<file path="config.mk">
export PLATFORM = sky130hd
export DESIGN_NAME = msrv32_mem_arbiter_flat
export DESIGN_NICKNAME = d
export VERILOG_FILES = /design/src/rtl/msrv32_bus_pkg.sv /design/src/rtl/msrv32_mem_arbiter_if.sv /design/src/rtl/msrv32_arb_prio.sv /design/src/rtl/msrv32_mem_arbiter.sv /design/src/flat_wrapper.sv
export SDC_FILE = /design/constraint.sdc
export NUM_CORES = 1
export LEC_CHECK = 0
export BUFFER_PORTS_ARGS = -buffer_cell sky130_fd_sc_hd__buf_2
export CAP_MARGIN = 15
export CORE_AREA = 2 2 110 112
export CTS_CLUSTER_DIAMETER = 50
export DETAILED_ROUTE_END_ITERATION = 12
export DIE_AREA = 0 0 112 114
export PLACE_DENSITY = 0.58
export SETUP_SLACK_MARGIN = 0.05
export SYNTH_ARGS = -nofsm -noshare
export SYNTH_HDL_FRONTEND = slang
export SYNTH_SLANG_ARGS = --single-unit
</file>
<file path="constraint.sdc">
create_clock -name clk_in -period 2.4 [get_ports clk_in]
set_input_delay 0 -clock clk_in [delete_from_list [all_inputs] [get_ports clk_in]]
set_output_delay 0 -clock clk_in [all_outputs]
set_load 0.01 [all_outputs]
</file>
<file path="src/rtl/msrv32_bus_pkg.sv">
// Shared AHB-Lite encodings and data-phase owner encoding for the msrv32 memory arbiter.
package msrv32_bus_pkg;

  localparam logic [1:0] HTRANS_IDLE   = 2'b00;
  localparam logic [1:0] HTRANS_NONSEQ = 2'b10;

  localparam logic [2:0] HSIZE_BYTE = 3'b000;
  localparam logic [2:0] HSIZE_HALF = 3'b001;
  localparam logic [2:0] HSIZE_WORD = 3'b010;

  typedef enum logic [1:0] {
    OWN_NONE = 2'b00,
    OWN_I    = 2'b01,
    OWN_D    = 2'b10
  } owner_e;

endpackage

</file>
<file path="src/rtl/msrv32_mem_arbiter_if.sv">
// Core fetch/load-store request ports and the AHB-Lite master port of the arbiter.
interface msrv32_mem_arbiter_if;
  logic        i_req_in;
  logic [31:0] i_addr_in;
  logic        i_gnt_out;
  logic        i_rvalid_out;
  logic [31:0] i_rdata_out;
  logic        i_err_out;

  logic        d_req_in;
  logic [31:0] d_addr_in;
  logic        d_wr_in;
  logic [1:0]  d_size_in;
  logic [31:0] d_wdata_in;
  logic [3:0]  d_wmask_in;
  logic        d_gnt_out;
  logic        d_rvalid_out;
  logic [31:0] d_rdata_out;
  logic        d_err_out;

  logic [31:0] haddr_out;
  logic [1:0]  htrans_out;
  logic        hwrite_out;
  logic [2:0]  hsize_out;
  logic [31:0] hwdata_out;
  logic [3:0]  hwmask_out;
  logic [31:0] hrdata_in;
  logic        hready_in;
  logic        hresp_in;

  // Arbiter side
  modport master (
    input  i_req_in, i_addr_in, d_req_in, d_addr_in, d_wr_in, d_size_in, d_wdata_in, d_wmask_in,
    input  hrdata_in, hready_in, hresp_in,
    output i_gnt_out, i_rvalid_out, i_rdata_out, i_err_out,
    output d_gnt_out, d_rvalid_out, d_rdata_out, d_err_out,
    output haddr_out, htrans_out, hwrite_out, hsize_out, hwdata_out, hwmask_out
  );

  // Core requesters plus bus slave
  modport slave (
    output i_req_in, i_addr_in, d_req_in, d_addr_in, d_wr_in, d_size_in, d_wdata_in, d_wmask_in,
    output hrdata_in, hready_in, hresp_in,
    input  i_gnt_out, i_rvalid_out, i_rdata_out, i_err_out,
    input  d_gnt_out, d_rvalid_out, d_rdata_out, d_err_out,
    input  haddr_out, htrans_out, hwrite_out, hsize_out, hwdata_out, hwmask_out
  );
endinterface

</file>
<file path="src/rtl/msrv32_arb_prio.sv">
// Data-first requester selection with a starvation limiter that forces a fetch grant.
module msrv32_arb_prio #(
  parameter int unsigned STARVE_LIMIT = 4
) (
  input  logic clk_in,
  input  logic rst_in,
  input  logic i_fetch_req,
  input  logic i_data_req,
  input  logic i_accept,
  output logic o_sel_fetch,
  output logic o_sel_data
);

  localparam logic [3:0] LimitW = 4'(STARVE_LIMIT);

  logic [3:0] r_cnt;
  logic       w_starved;

  assign w_starved   = i_fetch_req && (r_cnt == LimitW);
  assign o_sel_data  = i_data_req && !w_starved;
  assign o_sel_fetch = !o_sel_data && i_fetch_req;

  always_ff @(posedge clk_in or negedge rst_in) begin
    if (!rst_in) begin
      r_cnt <= 4'd0;
    end else if (!i_fetch_req || (o_sel_fetch && i_accept)) begin
      r_cnt <= 4'd0;
    end else if (o_sel_data && i_accept && (r_cnt != LimitW)) begin
      r_cnt <= r_cnt + 4'd1;
    end
  end

endmodule

</file>
<file path="src/rtl/msrv32_mem_arbiter.sv">
// Shares one AHB-Lite master between instruction fetch and load/store, routing each
// data-phase response back to the requester that owns it.
module msrv32_mem_arbiter
  import msrv32_bus_pkg::*;
#(
  parameter int unsigned STARVE_LIMIT = 4
) (
  input  logic                  clk_in,
  input  logic                  rst_in,
  msrv32_mem_arbiter_if.master  bus
);

  owner_e      r_owner;
  logic [31:0] r_hwdata;
  logic [3:0]  r_hwmask;

  logic w_sel_i, w_sel_d, w_err_cyc, w_accept, w_gnt_i, w_gnt_d;

  // First cycle of a two-cycle error response: the next address phase must not start.
  assign w_err_cyc = bus.hresp_in && !bus.hready_in;
  assign w_accept  = bus.hready_in && !w_err_cyc;
  assign w_gnt_i   = w_sel_i && w_accept;
  assign w_gnt_d   = w_sel_d && w_accept;

  msrv32_arb_prio #(
    .STARVE_LIMIT (STARVE_LIMIT)
  ) u_prio (
    .clk_in      (clk_in),
    .rst_in      (rst_in),
    .i_fetch_req (bus.i_req_in),
    .i_data_req  (bus.d_req_in),
    .i_accept    (w_accept),
    .o_sel_fetch (w_sel_i),
    .o_sel_data  (w_sel_d)
  );

  always_ff @(posedge clk_in or negedge rst_in) begin
    if (!rst_in) begin
      r_owner  <= OWN_NONE;
      r_hwdata <= 32'd0;
      r_hwmask <= 4'd0;
    end else if (bus.hready_in) begin
      if (w_gnt_d) begin
        r_owner <= OWN_D;
        if (bus.d_wr_in) begin
          r_hwdata <= bus.d_wdata_in;
          r_hwmask <= bus.d_wmask_in;
        end
      end else if (w_gnt_i) begin
        r_owner <= OWN_I;
      end else begin
        r_owner <= OWN_NONE;
      end
    end
  end

  always_comb begin
    bus.htrans_out = HTRANS_IDLE;
    bus.haddr_out  = 32'd0;
    bus.hwrite_out = 1'b0;
    bus.hsize_out  = HSIZE_BYTE;
    if (!w_err_cyc) begin
      if (w_sel_d) begin
        bus.htrans_out = HTRANS_NONSEQ;
        bus.haddr_out  = bus.d_addr_in;
        bus.hwrite_out = bus.d_wr_in;
        bus.hsize_out  = {1'b0, bus.d_size_in};
      end else if (w_sel_i) begin
        bus.htrans_out = HTRANS_NONSEQ;
        bus.haddr_out  = bus.i_addr_in;
        bus.hsize_out  = HSIZE_WORD;
      end
    end
  end

  always_comb begin
    bus.i_rvalid_out = (r_owner == OWN_I) && bus.hready_in;
    bus.d_rvalid_out = (r_owner == OWN_D) && bus.hready_in;
    bus.i_rdata_out  = bus.i_rvalid_out ? bus.hrdata_in : 32'd0;
    bus.d_rdata_out  = bus.d_rvalid_out ? bus.hrdata_in : 32'd0;
    bus.i_err_out    = bus.i_rvalid_out && bus.hresp_in;
    bus.d_err_out    = bus.d_rvalid_out && bus.hresp_in;
  end

  assign bus.i_gnt_out  = w_gnt_i;
  assign bus.d_gnt_out  = w_gnt_d;
  assign bus.hwdata_out = r_hwdata;
  assign bus.hwmask_out = r_hwmask;

endmodule

</file>
<file path="src/flat_wrapper.sv">
// flat-port wrapper written by rule: the top's interface ports become plain ports
module msrv32_mem_arbiter_flat import msrv32_bus_pkg::*;
#(
  parameter int unsigned STARVE_LIMIT = 4
)
  (clk_in, rst_in, bus_i_req_in, bus_i_addr_in, bus_d_req_in, bus_d_addr_in, bus_d_wr_in, bus_d_size_in, bus_d_wdata_in, bus_d_wmask_in, bus_hrdata_in, bus_hready_in, bus_hresp_in, bus_i_gnt_out, bus_i_rvalid_out, bus_i_rdata_out, bus_i_err_out, bus_d_gnt_out, bus_d_rvalid_out, bus_d_rdata_out, bus_d_err_out, bus_haddr_out, bus_htrans_out, bus_hwrite_out, bus_hsize_out, bus_hwdata_out, bus_hwmask_out);
  msrv32_mem_arbiter_if bus_i ();
  input  logic clk_in;
  input  logic rst_in;
  input wire logic [$bits(bus_i.i_req_in)-1:0] bus_i_req_in;
  input wire logic [$bits(bus_i.i_addr_in)-1:0] bus_i_addr_in;
  input wire logic [$bits(bus_i.d_req_in)-1:0] bus_d_req_in;
  input wire logic [$bits(bus_i.d_addr_in)-1:0] bus_d_addr_in;
  input wire logic [$bits(bus_i.d_wr_in)-1:0] bus_d_wr_in;
  input wire logic [$bits(bus_i.d_size_in)-1:0] bus_d_size_in;
  input wire logic [$bits(bus_i.d_wdata_in)-1:0] bus_d_wdata_in;
  input wire logic [$bits(bus_i.d_wmask_in)-1:0] bus_d_wmask_in;
  input wire logic [$bits(bus_i.hrdata_in)-1:0] bus_hrdata_in;
  input wire logic [$bits(bus_i.hready_in)-1:0] bus_hready_in;
  input wire logic [$bits(bus_i.hresp_in)-1:0] bus_hresp_in;
  output wire logic [$bits(bus_i.i_gnt_out)-1:0] bus_i_gnt_out;
  output wire logic [$bits(bus_i.i_rvalid_out)-1:0] bus_i_rvalid_out;
  output wire logic [$bits(bus_i.i_rdata_out)-1:0] bus_i_rdata_out;
  output wire logic [$bits(bus_i.i_err_out)-1:0] bus_i_err_out;
  output wire logic [$bits(bus_i.d_gnt_out)-1:0] bus_d_gnt_out;
  output wire logic [$bits(bus_i.d_rvalid_out)-1:0] bus_d_rvalid_out;
  output wire logic [$bits(bus_i.d_rdata_out)-1:0] bus_d_rdata_out;
  output wire logic [$bits(bus_i.d_err_out)-1:0] bus_d_err_out;
  output wire logic [$bits(bus_i.haddr_out)-1:0] bus_haddr_out;
  output wire logic [$bits(bus_i.htrans_out)-1:0] bus_htrans_out;
  output wire logic [$bits(bus_i.hwrite_out)-1:0] bus_hwrite_out;
  output wire logic [$bits(bus_i.hsize_out)-1:0] bus_hsize_out;
  output wire logic [$bits(bus_i.hwdata_out)-1:0] bus_hwdata_out;
  output wire logic [$bits(bus_i.hwmask_out)-1:0] bus_hwmask_out;
  assign bus_i.i_req_in = bus_i_req_in;
  assign bus_i.i_addr_in = bus_i_addr_in;
  assign bus_i.d_req_in = bus_d_req_in;
  assign bus_i.d_addr_in = bus_d_addr_in;
  assign bus_i.d_wr_in = bus_d_wr_in;
  assign bus_i.d_size_in = bus_d_size_in;
  assign bus_i.d_wdata_in = bus_d_wdata_in;
  assign bus_i.d_wmask_in = bus_d_wmask_in;
  assign bus_i.hrdata_in = bus_hrdata_in;
  assign bus_i.hready_in = bus_hready_in;
  assign bus_i.hresp_in = bus_hresp_in;
  assign bus_i_gnt_out = bus_i.i_gnt_out;
  assign bus_i_rvalid_out = bus_i.i_rvalid_out;
  assign bus_i_rdata_out = bus_i.i_rdata_out;
  assign bus_i_err_out = bus_i.i_err_out;
  assign bus_d_gnt_out = bus_i.d_gnt_out;
  assign bus_d_rvalid_out = bus_i.d_rvalid_out;
  assign bus_d_rdata_out = bus_i.d_rdata_out;
  assign bus_d_err_out = bus_i.d_err_out;
  assign bus_haddr_out = bus_i.haddr_out;
  assign bus_htrans_out = bus_i.htrans_out;
  assign bus_hwrite_out = bus_i.hwrite_out;
  assign bus_hsize_out = bus_i.hsize_out;
  assign bus_hwdata_out = bus_i.hwdata_out;
  assign bus_hwmask_out = bus_i.hwmask_out;
  msrv32_mem_arbiter #(.STARVE_LIMIT(STARVE_LIMIT)) u_core (.clk_in(clk_in), .rst_in(rst_in), .bus(bus_i));
endmodule
</file>
# == Word level (Yosys, flattened, before mapping) ==
# Index checks and enable logic that the tools add are counted.
# totals
reg_bits,42
inputBits,141
word_cells,46
# classes
add_sub_neg,1
n_eq_ne,4
n_mux,17
reduce_logical,20
# ops
cell,count
$mux 32,5
$logic_and 1x1->1,12
$mux 2,5
$mux 4,2
$mux 3,2
$logic_not 1->1,5
$add 4x1->4 const B,1
$eq 4x3->1 const B,1
$ne 4x3->1 const B,1
$mux 1,3
$reduce_and 3->1,1
$eq 2x1->1 const B,1
$eq 2x2->1 const B,1
$reduce_bool 2->1,1
$logic_or 1x1->1,1

# == Depth between registers and ports, before layout ==
# Gate-level depths: netlist of run 1.
# logic_depth
depth_word,9
depth_mapped,7
ltp_nobuf,5

# == Cells and area by module ==
# A second synthesis of run 1 with hierarchy kept.
# hier_totals
cells_unflattened,314
hier_area_um2,2969.1
# modules_own_cells
module,instances,cells_per_inst,area_per_inst_um2,seq_area_each_um2
msrv32_mem_arbiter,1,283,2683.8,950.9
msrv32_arb_prio,1,31,285.3,100.1

# == Worst setup path before layout of run 1 ==
# OpenSTA, ideal clock, no wires.
# synth_timing
path_type,reg-to-reg
from,register u_core.u_prio.r_cnt[0]
to,"register u_core.r_hwdata[10], in the netlist u_core.bus.hwdata_out[10]"
setup_ns,0.125
arrival_time_ns,1.593
required_ns,2.275
path_slack_ns,0.682
stages_incl_launch_ff,8
n_path_buf,2
period_less_slack_ns,1.718
cell_sequence,dfrtp_1 > inv_1 > ha_1 > nand4b_4 > and4_4 > buf_6 > buf_6 > mux2_4
# synth_via
elab_chain_len,6
# synth_rtl
item,line,text
start: declaration,msrv32_arb_prio.sv:16,logic [3:0] r_cnt;
start signal: assignment,msrv32_arb_prio.sv:29,r_cnt <= r_cnt + 4'd1;
$eq 4x3->1,msrv32_arb_prio.sv:19,assign w_starved = i_fetch_req && (r_cnt == LimitW);
$logic_and 1x1->1,msrv32_arb_prio.sv:19,
$logic_not 1->1,msrv32_arb_prio.sv:20,assign o_sel_data = i_data_req && !w_starved;
$logic_and 1x1->1,msrv32_arb_prio.sv:20,
$logic_and 1x1->1,msrv32_mem_arbiter.sv:23,assign w_gnt_d = w_sel_d && w_accept;
$reduce_and 3->1 (no source line),n/a,
end signal: assignment,msrv32_mem_arbiter.sv:46,r_hwdata <= bus.d_wdata_in;
end: declaration,msrv32_mem_arbiter.sv:14,logic [31:0] r_hwdata;
# No other way between the ends.
# A chain may end at the register's enable or synchronous reset.

# == Worst setup path after layout of run 1 ==
# layout_timing
from,register u_core.u_prio.r_cnt[0]
to,output bus_haddr_out[7]
# layout_via
elab_chain_len,9
# layout_rtl
item,line,text
$eq 4x3->1 (*),msrv32_arb_prio.sv:19,
$logic_and 1x1->1 (*),msrv32_arb_prio.sv:19,
$logic_not 1->1 (*),msrv32_arb_prio.sv:20,
$logic_and 1x1->1 (*),msrv32_arb_prio.sv:20,
$logic_not 1->1,msrv32_arb_prio.sv:21,assign o_sel_fetch = !o_sel_data && i_fetch_req;
$logic_and 1x1->1,msrv32_arb_prio.sv:21,
$mux 32,msrv32_mem_arbiter.sv:68,end else if (w_sel_i) begin
$mux 32 (*),msrv32_mem_arbiter.sv:63,if (w_sel_d) begin
$mux 32 (*),msrv32_mem_arbiter.sv:62,if (!w_err_cyc) begin
end: declaration,flat_wrapper.sv:29,output wire logic [$bits(bus_i.haddr_out)-1:0] bus_haddr_out;
# Every way passes the cells marked *; elsewhere a longest branch is shown, timed or not.

==> impl_metrics.csv, run 1 <==
group,metric,value,unit
synthesis,yosysUniqueCellTypes,30,
timing,maxSlewHeadroom,37.35,%
synthesis,postSynth.asyncResetShare,100.0,%
layout,drive_gt1_share,55.21,%
floorplan,core_area,11710,um^2
cts,cts_buffers,5,
worst_setup_path,crit_fanout,36,
floorplan,rows,40,
cts,clock_latency,0.28,ns
grt,grt_usage,16.16,%
floorplan,start_util,25.12,%
worst_setup_path,critPathRequiredTime,2.40,ns
timing,tightestPinTransition,0.9398,ns
worst_setup_path,worstSetupStartpointType,"flop",
flow_run,cap_viol_max_count,0,
synthesis,synth_warnings,0,
timing,setup_viol,0,
synthesis,seq_area_frac_synth,35.73,%
worst_setup_path,cp-startpoint,"u_core.u_prio.r_cnt[0]",
floorplan,die_h,114,um
grt,antenna_found_initial,0,
detailed_routing,num_vias,3559,
floorplan,io_pins,285,
layout,nNetsFinal,756,
synthesis,synth_seq_cells,42,
timing,slew_viol_final,0,
cts,cts_tree,"done",
layout,syn2layout_area_growth,68.57,%
worst_setup_path,critical_path_buf_inv_count,2,
layout,antennaDiodeCount,0,
worst_setup_path,path_cells,"inv_1 -> ha_1 -> nand4b_4 -> and2_2 -> o21ai_0 -> buf_2",
worst_setup_path,timing.rr.start,"u_core.u_prio.r_cnt[0]",
detailed_routing,drtIter0Drc,261,
cts,clock_tree.buffer_depth,2,
synthesis,synth_edf_count,0,
grt,grt_max_degree,43,
cts,cts.sinks,42,
synthesis,synthCells,315,
status,status,"completed",
grt,grtUsageMet1,20.20,%
cts,cts.htree.levels,2,
pwr,max-vdd-ir-drop,571.3,uV
worst_setup_path,critPathMaxStageDelay,0.45,ns
timing,rsz0062_at_grt,"no",
worst_setup_path,crit_type,"reg -> out",
grt,met2_usage,28.24,%
timing,finalCriticalPeriod,2.124,ns
synthesis,synth_ff_type,"dfrtp_1",
worst_setup_path,cp.arrival,2.12,ns
timing,fmax,470.8,MHz
synthesis,synth_top_area_share,35.73,%
synthesis,synth.area.top_cells,"dfrtp_1 (36%), mux2_4 (15%), and2_1 (14%)",
grt,grt.busiest_layer,"met2",
layout,final_core_util,42.34,%
floorplan,die_area,12770,um^2
detailed_routing,routed_via_density,4.677,
synthesis,syn_area,2942,um^2
min_path,hp-class,"in -> reg",
timing,hold_viol,0,
synthesis,synth.largest_area_cell,"dfrtp_1",
timing,fin_crit_sh,88.50,%
min_path,min_from,"bus_d_req_in",
pwr,leakagePower,0.002710,uW
place,io_buffers,282,
grt,use_met3,3.029,%
floorplan,die_w,112,um
detailed_routing,wl_per_cell,14.55,um
timing,clock_skew,0.005229,ns
cts,clk_pin_slew,0.06,ns
grt,grt.overflow.total,0,
grt,grt_pass1_vias,3322,
cts,cts-root-buf,"clkbuf_16",
place,dp_hpwl,8315,um
worst_setup_path,crit_path_end_kind,"output port",
detailed_routing,ant_nets,0,
place,gp_congestion,0.8825,
worst_setup_path,slowest_stage,"and2_2",
cts,cts_setup_buffers,0,
synthesis,avgSynthCellArea,9.338,um^2
detailed_routing,first_pass_iters,4,
grt,grt_pass1_wl,16880,um
worst_setup_path,cpLargestDelayFamily,"simple AND/OR/NAND/NOR gates",
detailed_routing,drt_wl_total,11070,um
detailed_routing,drcViolationCount,0,
pwr,power_density,488.2,nW/um^2
timing,fin_setup_tns,0,ns
worst min-delay path, stage by stage:
cell and delay [ns]:
buf_2 0.13, a41oi_1 0.12, o41ai_1 0.05
per-layer routing:
metal,share of wire (%),up-vias
met2,50,205
met1,41,1637
li1,-,1702
met4,2.1,0
met5,0,-
met3,7.4,15
sequential cells by signal (all words and copies together), names as in the netlist:
register and count:
u_core.u_prio.r_cnt 4, u_core.bus.hwdata_out 32, u_core.r_owner 2, u_core.bus.hwmask_out 4
final cells by class:
class                           count  area (um^2)
Tap cell                          147        183.9
Multi-Input combinational cell    231         1698
Timing Repair Buffer              327         1854
Sequential cell                    42         1051
Fill cell                        1159         6753
Inverter                            6        22.52
Clock inverter                      3        23.77
Clock buffer                        5        125.1
timing repair:
item,in CTS,in global routing
endpoints found under the hold margin,78,0
resized for setup,1,0
hold buffers,37,0
setup endpoints to repair,35,0
final timing paths:
check	to	slack, ns	depth (start not counted)
min in group asynchronous	u_core.bus.hwdata_out[5]	0.43	2
worst max register to register	u_core.bus.hwdata_out[6]	0.38	6
max in group asynchronous	u_core.bus.hwdata_out[21]	1.39	2
worst max-delay path	bus_haddr_out[7]	0.28	6
worst min-delay path	u_core.u_prio.r_cnt[3]	0.05	3
worst min register to register	u_core.bus.hwdata_out[2]	0.50	1
where the power goes:
| part | internal (uW) | switching [uW] | total, uW |
|---|---|---|---|
| sequential | 828 | 64.9 | 893 |
| combinational | 456 | 393 | 848 |
| clock | 389 | 291 | 680 |
| total | 1670 | 749 | 2420 |
synth_stat cells, types with 2 or more instances:
| master | n |
|---|---|
| nand2b_1 | 2 |
| and3_1 | 4 |
| nand2_1 | 2 |
| dfrtp_1 | 42 |
| buf_4 | 2 |
| mux2_4 | 30 |
| o21ai_0 | 33 |
| mux2_2 | 7 |
| ha_1 | 2 |
| buf_6 | 4 |
| o21a_1 | 2 |
| nand3_1 | 36 |
| nand4_1 | 32 |
| and2_1 | 67 |
| clkbuf_1 | 30 |
| inv_1 | 6 |
layout by cell type, fill, tap and decap left out, drive strengths merged:
master / count
and3: 4
dfrtp: 42
nand4b: 2
nand2: 2
o31ai: 1
and4: 1
mux2: 37
o41ai: 1
nand2b: 2
o32ai: 1
buf: 290
and2: 67
a41oi: 1
nor2: 1
conb: 2
dlygate4sd3: 37
o22ai: 1
nand3: 36
a21oi: 1
clkinvlp: 2
or3: 1
nand4: 32
o21ai: 33
inv: 7
clkbuf: 5
ha: 2
and3b: 1
o21a: 2
logic make-up after synthesis:
family	Yosys count	synth area share [%]
compound gates	41	7.656
mux	37	17.99
buf+inv	43	6.805
other cells	1	0.1275
simple gates	149	30.84
flops	42	35.73
fa+ha+maj	2	0.8506
through the flow:
step	cells	worst slack [ns]	hold WS [ns]	cell area (um^2)	power [uW]
finish	761	0.2760	0.05329	4959	2421
global placement	716	0.3932	0.2048	4438	1689
detailed placement	716	0.2776	0.2133	4438	1701
CTS	761	0.2949	0.04454	4959	2461
floorplan	316	0.6821	-0.2956	2945	1320
global route	761	0.1337	0.07273	4959	2576
Power figures use the tool's default switching activity.
==> run 2, diff against run 1 <==
--- a/config.mk
+++ b/config.mk
@@ -15,4 +15,5 @@
 export SETUP_SLACK_MARGIN = 0.05
 export SYNTH_ARGS = -nofsm -noshare
 export SYNTH_HDL_FRONTEND = slang
+export SYNTH_HIERARCHICAL = 1
 export SYNTH_SLANG_ARGS = --single-unit
==> run 2 against run 1 <==
Via count shrank 5.7%; largest power group unchanged; utilization grew 0.32 points; clock power grew 14%; power grew 3.1%; sequential share of layout area shrank 0.16 points; highest routed layer unchanged; final area grew 0.76%.
==> impl_metrics.csv, run 2 <==
group,metric,value,unit
status,status,"completed",
detailed_routing,wl_per_cell,13.62,um
synthesis,seq_area_frac_synth,35.40,%
worst_setup_path,path_cells,"inv_1 -> ha_1 -> nand4b_1 -> nand2_2 -> and2_1 -> buf_4 -> nand2b_1 -> a21oi_1 -> buf_2",
layout,drive_gt1_share,54.47,%
cts,cts_buffers,5,
worst_setup_path,critPathRequiredTime,2.40,ns
synthesis,synth_top_area_share,35.40,%
detailed_routing,routed_via_density,4.403,
synthesis,synth.area.top_cells,"dfrtp_1 (35%), mux2_4 (15%), and2_1 (14%)",
synthesis,synth_warnings,6,
detailed_routing,wl_met3,680,um
floorplan,die_area,12770,um^2
cts,cts.htree.levels,2,
synthesis,synth_seq_cells,42,
worst_setup_path,crit_type,"reg -> out",
detailed_routing,ant_nets,0,
pwr,power_density,499.7,nW/um^2
cts,cts.sinks,42,
timing,finalCriticalPeriod,2.179,ns
timing,clock_skew,0.007530,ns
layout,final_cell_mix,"buf_2 (282), and2_1 (67), dfrtp_1 (42)",
synthesis,yosysUniqueCellTypes,31,
layout,nNetsFinal,757,
synthesis,synth_ff_type,"dfrtp_1",
worst_setup_path,regToRegSetupSlack,0.38,ns
timing,fin_crit_sh,90.81,%
grt,grt_pass1_wl,15410,um
place,gp_congestion,0.8447,
worst_setup_path,crit_path_end_kind,"output port",
worst_setup_path,timing.rr.start,"u_core/u_prio/r_cnt[0]",
detailed_routing,route.met2.wl,5346,um
worst_setup_path,crit_fanout,35,
timing,setup_viol,0,
floorplan,start_util,25.35,%
min_path,min_from,"bus_d_req_in",
pwr,max-vdd-ir-drop,332.5,uV
floorplan,rows,40,
cts,clock_latency,0.28,ns
min_path,worstHoldPathCells,3,
synthesis,avgSynthCellArea,9.456,um^2
worst_setup_path,critPathMaxStageDelay,0.41,ns
cts,cts_tree,"done",
timing,tightestPinTransition,0.9466,ns
place,dpl_worst_slack,0.3972,ns
detailed_routing,drtIter0Drc,229,
place,io_buffers,282,
layout,final_common_cell,"buf_2",
worst_setup_path,slowest_stage,"dfrtp_1",
synthesis,synth_commonest_cells,"and2_1 (67), dfrtp_1 (42), nand2_1 (38), a21oi_1 (33), nand3b_1 (33)",
min_path,hp-class,"in -> reg",
flow_run,cap_viol_max_count,0,
worst_setup_path,worstSetupStartpointType,"flop",
layout,seq_area,1051,um^2
cts,clock_tree.buffer_depth,2,
pwr,power,2497,uW
layout,antennaDiodeCount,0,
timing,fin_setup_tns,0,ns
detailed_routing,num_vias,3355,
layout,syn2layout_area_growth,68.27,%
grt,grt.overflow.total,0,
synthesis,syn_area,2969,um^2
timing,setup_slack,0.2205,ns
min_path,hold_end,"u_core/u_prio/r_cnt[3]",
grt,grt_max_degree,72,
timing,maxSlewHeadroom,36.89,%
timing,fmax,458.8,MHz
synthesis,synth.largest_area_cell,"dfrtp_1",
synthesis,synthCells,314,
cts,cts_resized,0,
detailed_routing,drcViolationCount,0,
place,place_area,4452,um^2
detailed_routing,first_pass_iters,4,
worst_setup_path,cp.arrival,2.18,ns
cts,cts-root-buf,"clkbuf_16",
synthesis,postSynth.asyncResetShare,100.0,%
floorplan,die_h,114,um
synthesis,synth_most_common_cell,"and2_1",
pwr,leakagePower,0.002801,uW
worst_setup_path,r2r_end,"u_core/bus.hwdata_out[11]",
cts,clk_pin_slew,0.06,ns
detailed_routing,routed.top_layer,"met4",
timing,rsz0062_at_grt,"no",
synthesis,synth_edf_count,0,
place,dp_hpwl,7689,um
timing,hold_viol,0,
floorplan,die_w,112,um
worst_setup_path,rr_worst_depth,8,
grt,grt_pass1_vias,3024,
layout,final_area,4996,um^2
detailed_routing,drt_wl_total,10380,um
layout,largest_reg_flops,32,
layout,nFillCells,1178,
timing,slew_viol_final,0,
detailed_routing,routedLengthMet1,4251,um
grt,grt_usage,14.63,%
grt,antenna_found_initial,0,
floorplan,io_pins,285,
floorplan,core_area,11710,um^2
layout,multi_input_area,1735,um^2
[run 2: cell count changes in the layout (fill, tap and decap cells not counted), moves of 3 or more]
| cell | previous run | this run |
|---|---|---|
| a21oi_1 | 1 | 33 |
| and3_1 | 4 | 1 |
| and3b_1 | 1 | 5 |
| buf_4 | 7 | 2 |
| inv_1 | 6 | 3 |
| nand2_1 | 2 | 38 |
| nand3_1 | 36 | 3 |
| nand3b_1 | 0 | 33 |
| nand4_1 | 32 | 2 |
| o21ai_0 | 33 | 0 |
[run 2: worst max-delay path: cells and delay by family (launching register included)]
family          cells  cell delay (ns)
fa+ha+maj           1             0.15
compound gates      1             0.15
buf+inv             3             0.54
simple gates        4             0.64
flops               1             0.41
[run 2: timing repair]
| action | in CTS | in global routing |
|---|---|---|
| hold buffers | 37 | 0 |
| endpoints found under the hold margin | 78 | 0 |
| setup buffers | 0 | 0 |
[run 2: logic make-up (layout without fill, tap and decap cells)]
family,count (synthesis),count (layout),synth area share (%)
AO/OA/AOI/OAI,37,37,6.785
adder cells (fa/ha/maj),2,2,0.8427
buffers and inverters,35,335,6.363
flip-flops,42,42,35.40
multiplexers,38,38,18.16
other,1,2,0.1263
AND/OR/NAND/NOR,159,159,32.32
[run 2: how the worst max path moves through the flow]
stage                     slack [ns]                   start  depth (start not counted)                        end
after CTS                       0.22  u_core/u_prio/r_cnt[0]                          9           bus_hsize_out[1]
after global placement          0.48  u_core/u_prio/r_cnt[0]                          8  u_core/bus.hwdata_out[11]
after detailed placement        0.40  u_core/u_prio/r_cnt[0]                          8   u_core/bus.hwdata_out[9]
final                           0.22  u_core/u_prio/r_cnt[0]                          9           bus_hsize_out[1]
after floorplan                 0.64  u_core/u_prio/r_cnt[0]                          9   u_core/bus.hwdata_out[0]
after global routing            0.06  u_core/u_prio/r_cnt[1]                          9           bus_hsize_out[1]
[run 2: final cells by class]
class	count	area share (%)
well taps	147	3.681
flip-flops and latches	42	21.04
repair buffers	323	36.76
multi-input cells	238	34.74
clock inverters	3	0.9767
clock buffers	5	2.504
inverters	4	0.3005
[run 2: per-layer routing]
metal	global-route usage, %	vias to the layer above
met5	0	-
met4	2.602	0
met3	2.710	10
met2	26.95	138
met1	18.08	1565
li1	-	1642
[run 2: power by group]
part           leakage [uW]  switching [uW]  internal [uW]
sequential         0.000506            66.2            828
clock             0.0000819             278            497
combinational       0.00221             370            457
[run 2: metrics by stage]
step	util (%)	std cells	hold WS, ns
6_report	42.66	762	0.04735
5_1_grt	42.66	762	0.06890
4_1_cts	42.66	762	0.04220
3_5_place_dp	38.01	717	0.2004
3_3_place_gp	38.01	717	0.1933
2_1_floorplan	-	315	-0.2956
==> run 3, diff against run 2 <==
--- a/config.mk
+++ b/config.mk
@@ -12,6 +12,7 @@
 export DETAILED_ROUTE_END_ITERATION = 12
 export DIE_AREA = 0 0 112 114
 export PLACE_DENSITY = 0.58
+export RECOVER_POWER = 50
 export SETUP_SLACK_MARGIN = 0.05
 export SYNTH_ARGS = -nofsm -noshare
 export SYNTH_HDL_FRONTEND = slang
==> run 3 against run 2 <==
First-iteration DRC count up 6.1%; hold slack better by 0.0015 ns; combinational power is 4.5% lower; largest power group unchanged; highest routed layer unchanged.
==> impl_metrics.csv, run 3 (same netlist as run 2, synthesis figures left out) <==
group,metric,value,unit
layout,syn2layout_area_growth,65.57,%
layout,drive_gt1_share,44.72,%
pwr,max-vdd-ir-drop,326.3,uV
cts,clock_tree.buffer_depth,2,
worst_setup_path,crit_fanout,35,
floorplan,io_pins,285,
grt,antenna_found_initial,0,
cts,cts_resized,0,
cts,cts.htree.levels,2,
detailed_routing,num_vias,3361,
detailed_routing,ant_nets,0,
detailed_routing,drt_wl_total,10400,um
cts,cts_setup_buffers,0,
grt,grt.overflow.total,0,
worst_setup_path,crit_path_end_kind,"output port",
cts,clk_pin_slew,0.06,ns
grt,grt_max_degree,72,
cts,cts_buffers,5,
timing,setup_viol,0,
timing,tightestPinTransition,1.044,ns
place,placedCellCount,717,
detailed_routing,routed_via_density,4.411,
timing,hold_viol,0,
floorplan,core_area,11710,um^2
timing,rsz0062_at_grt,"no",
worst_setup_path,crit_type,"reg -> out",
cts,cts-root-buf,"clkbuf_16",
layout,antennaDiodeCount,0,
timing,fmax,461.2,MHz
timing,maxSlewHeadroom,30.41,%
detailed_routing,first_pass_iters,4,
place,io_buffers,282,
status,status,"completed",
grt,grt_pass1_vias,3024,
layout,final_cells,762,
layout,final_cell_mix,"buf_2 (222), and2_1 (60), clkbuf_1 (59)",
place,dp_hpwl,7689,um
detailed_routing,wl_per_cell,13.65,um
worst_setup_path,cp.arrival,2.17,ns
grt,grt_usage,14.63,%
timing,whs,0.04883,ns
layout,largest_reg_flops,32,
pwr,leakagePower,0.002597,uW
floorplan,die_w,112,um
floorplan,rows,40,
timing,fin_setup_tns,0,ns
timing,clock_skew,0.01020,ns
timing,finalCriticalPeriod,2.168,ns
detailed_routing,drtIter0Drc,243,
place,gp_congestion,0.8447,
worst_setup_path,critPathRequiredTime,2.40,ns
pwr,power_density,500.8,nW/um^2
floorplan,die_area,12770,um^2
detailed_routing,drcViolationCount,0,
cts,cts_tree,"done",
timing,slew_viol_final,0,
floorplan,die_h,114,um
timing,fin_crit_sh,90.33,%
cts,cts.sinks,42,
cts,clock_latency,0.28,ns
cts,cts_hold_buf,37,
flow_run,cap_viol_max_count,0,
min_path,hp-class,"in -> reg",
worst_setup_path,worstSetupStartpointType,"flop",
grt,grt_pass1_wl,15410,um
layout,nNetsFinal,757,
floorplan,start_util,25.35,%
layout,final_common_cell,"buf_2",
-- run 3: cell count changes in the layout (fill, tap and decap cells not counted), sizes merged --
cell    change
buf        -60
clkbuf     +60
-- run 3: where the power goes --
part	internal [uW]	switching [uW]
clock	497	277
combinational	420	371
sequential	828	69.2
-- run 3: path summary, 6_finish.rpt --
kind,from,to,slack [ns],cells after the start
hold / removal,bus_d_req_in,u_core/u_prio/r_cnt[3],0.05,3
hold reg to reg,u_core/bus.hwdata_out[10],u_core/bus.hwdata_out[10],0.51,1
setup / recovery,u_core/u_prio/r_cnt[0],bus_hsize_out[1],0.23,9
min in group asynchronous,rst_in,u_core/bus.hwdata_out[5],0.44,2
setup reg to reg,u_core/u_prio/r_cnt[0],u_core/bus.hwdata_out[11],0.39,8
max in group asynchronous,rst_in,u_core/r_owner[0],1.32,2
-- run 3: area by class of cell --
cell class              count  area, um^2
well taps                 147       183.9
clock buffers               5       125.1
fillers                  1213        6795
clock inverters             3       48.80
repair buffers            323        1763
inverters                   4       15.01
multi-input cells         238        1729
flip-flops and latches     42        1051
-- run 3: per-stage QoR --
| step | setup slack [ns] | util (%) | cell area, um^2 | total power, uW |
|---|---|---|---|---|
| after floorplan | 0.6374 | - | 2973 | 1320 |
| after global placement | 0.4756 | 38.01 | 4452 | 1675 |
| after detailed placement | 0.3972 | 38.01 | 4452 | 1685 |
| after CTS | 0.2236 | 42.66 | 4996 | 2524 |
| after global routing | 0.07437 | 41.98 | 4916 | 2597 |
| final | 0.2320 | 41.98 | 4916 | 2462 |
-- run 3: per-layer routing --
metal | global-route usage, % | share of wire [%] | up-vias
met5 | 0 | 0 | -
met4 | 2.602 | 0.94 | 0
met3 | 2.710 | 6.2 | 8
met2 | 26.95 | 52 | 130
met1 | 18.08 | 41 | 1582
li1 | - | - | 1641
-- run 3: worst max-delay path, stage by stage, from the launching register on --
cell and delay [ns]:
dfrtp_1 0.41, inv_1 0.09, ha_1 0.15, nand4b_1 0.16, nand2_2 0.15, and2_1 0.13, buf_4 0.32, nand2b_1 0.18
a21oi_1 0.15, buf_2 0.14
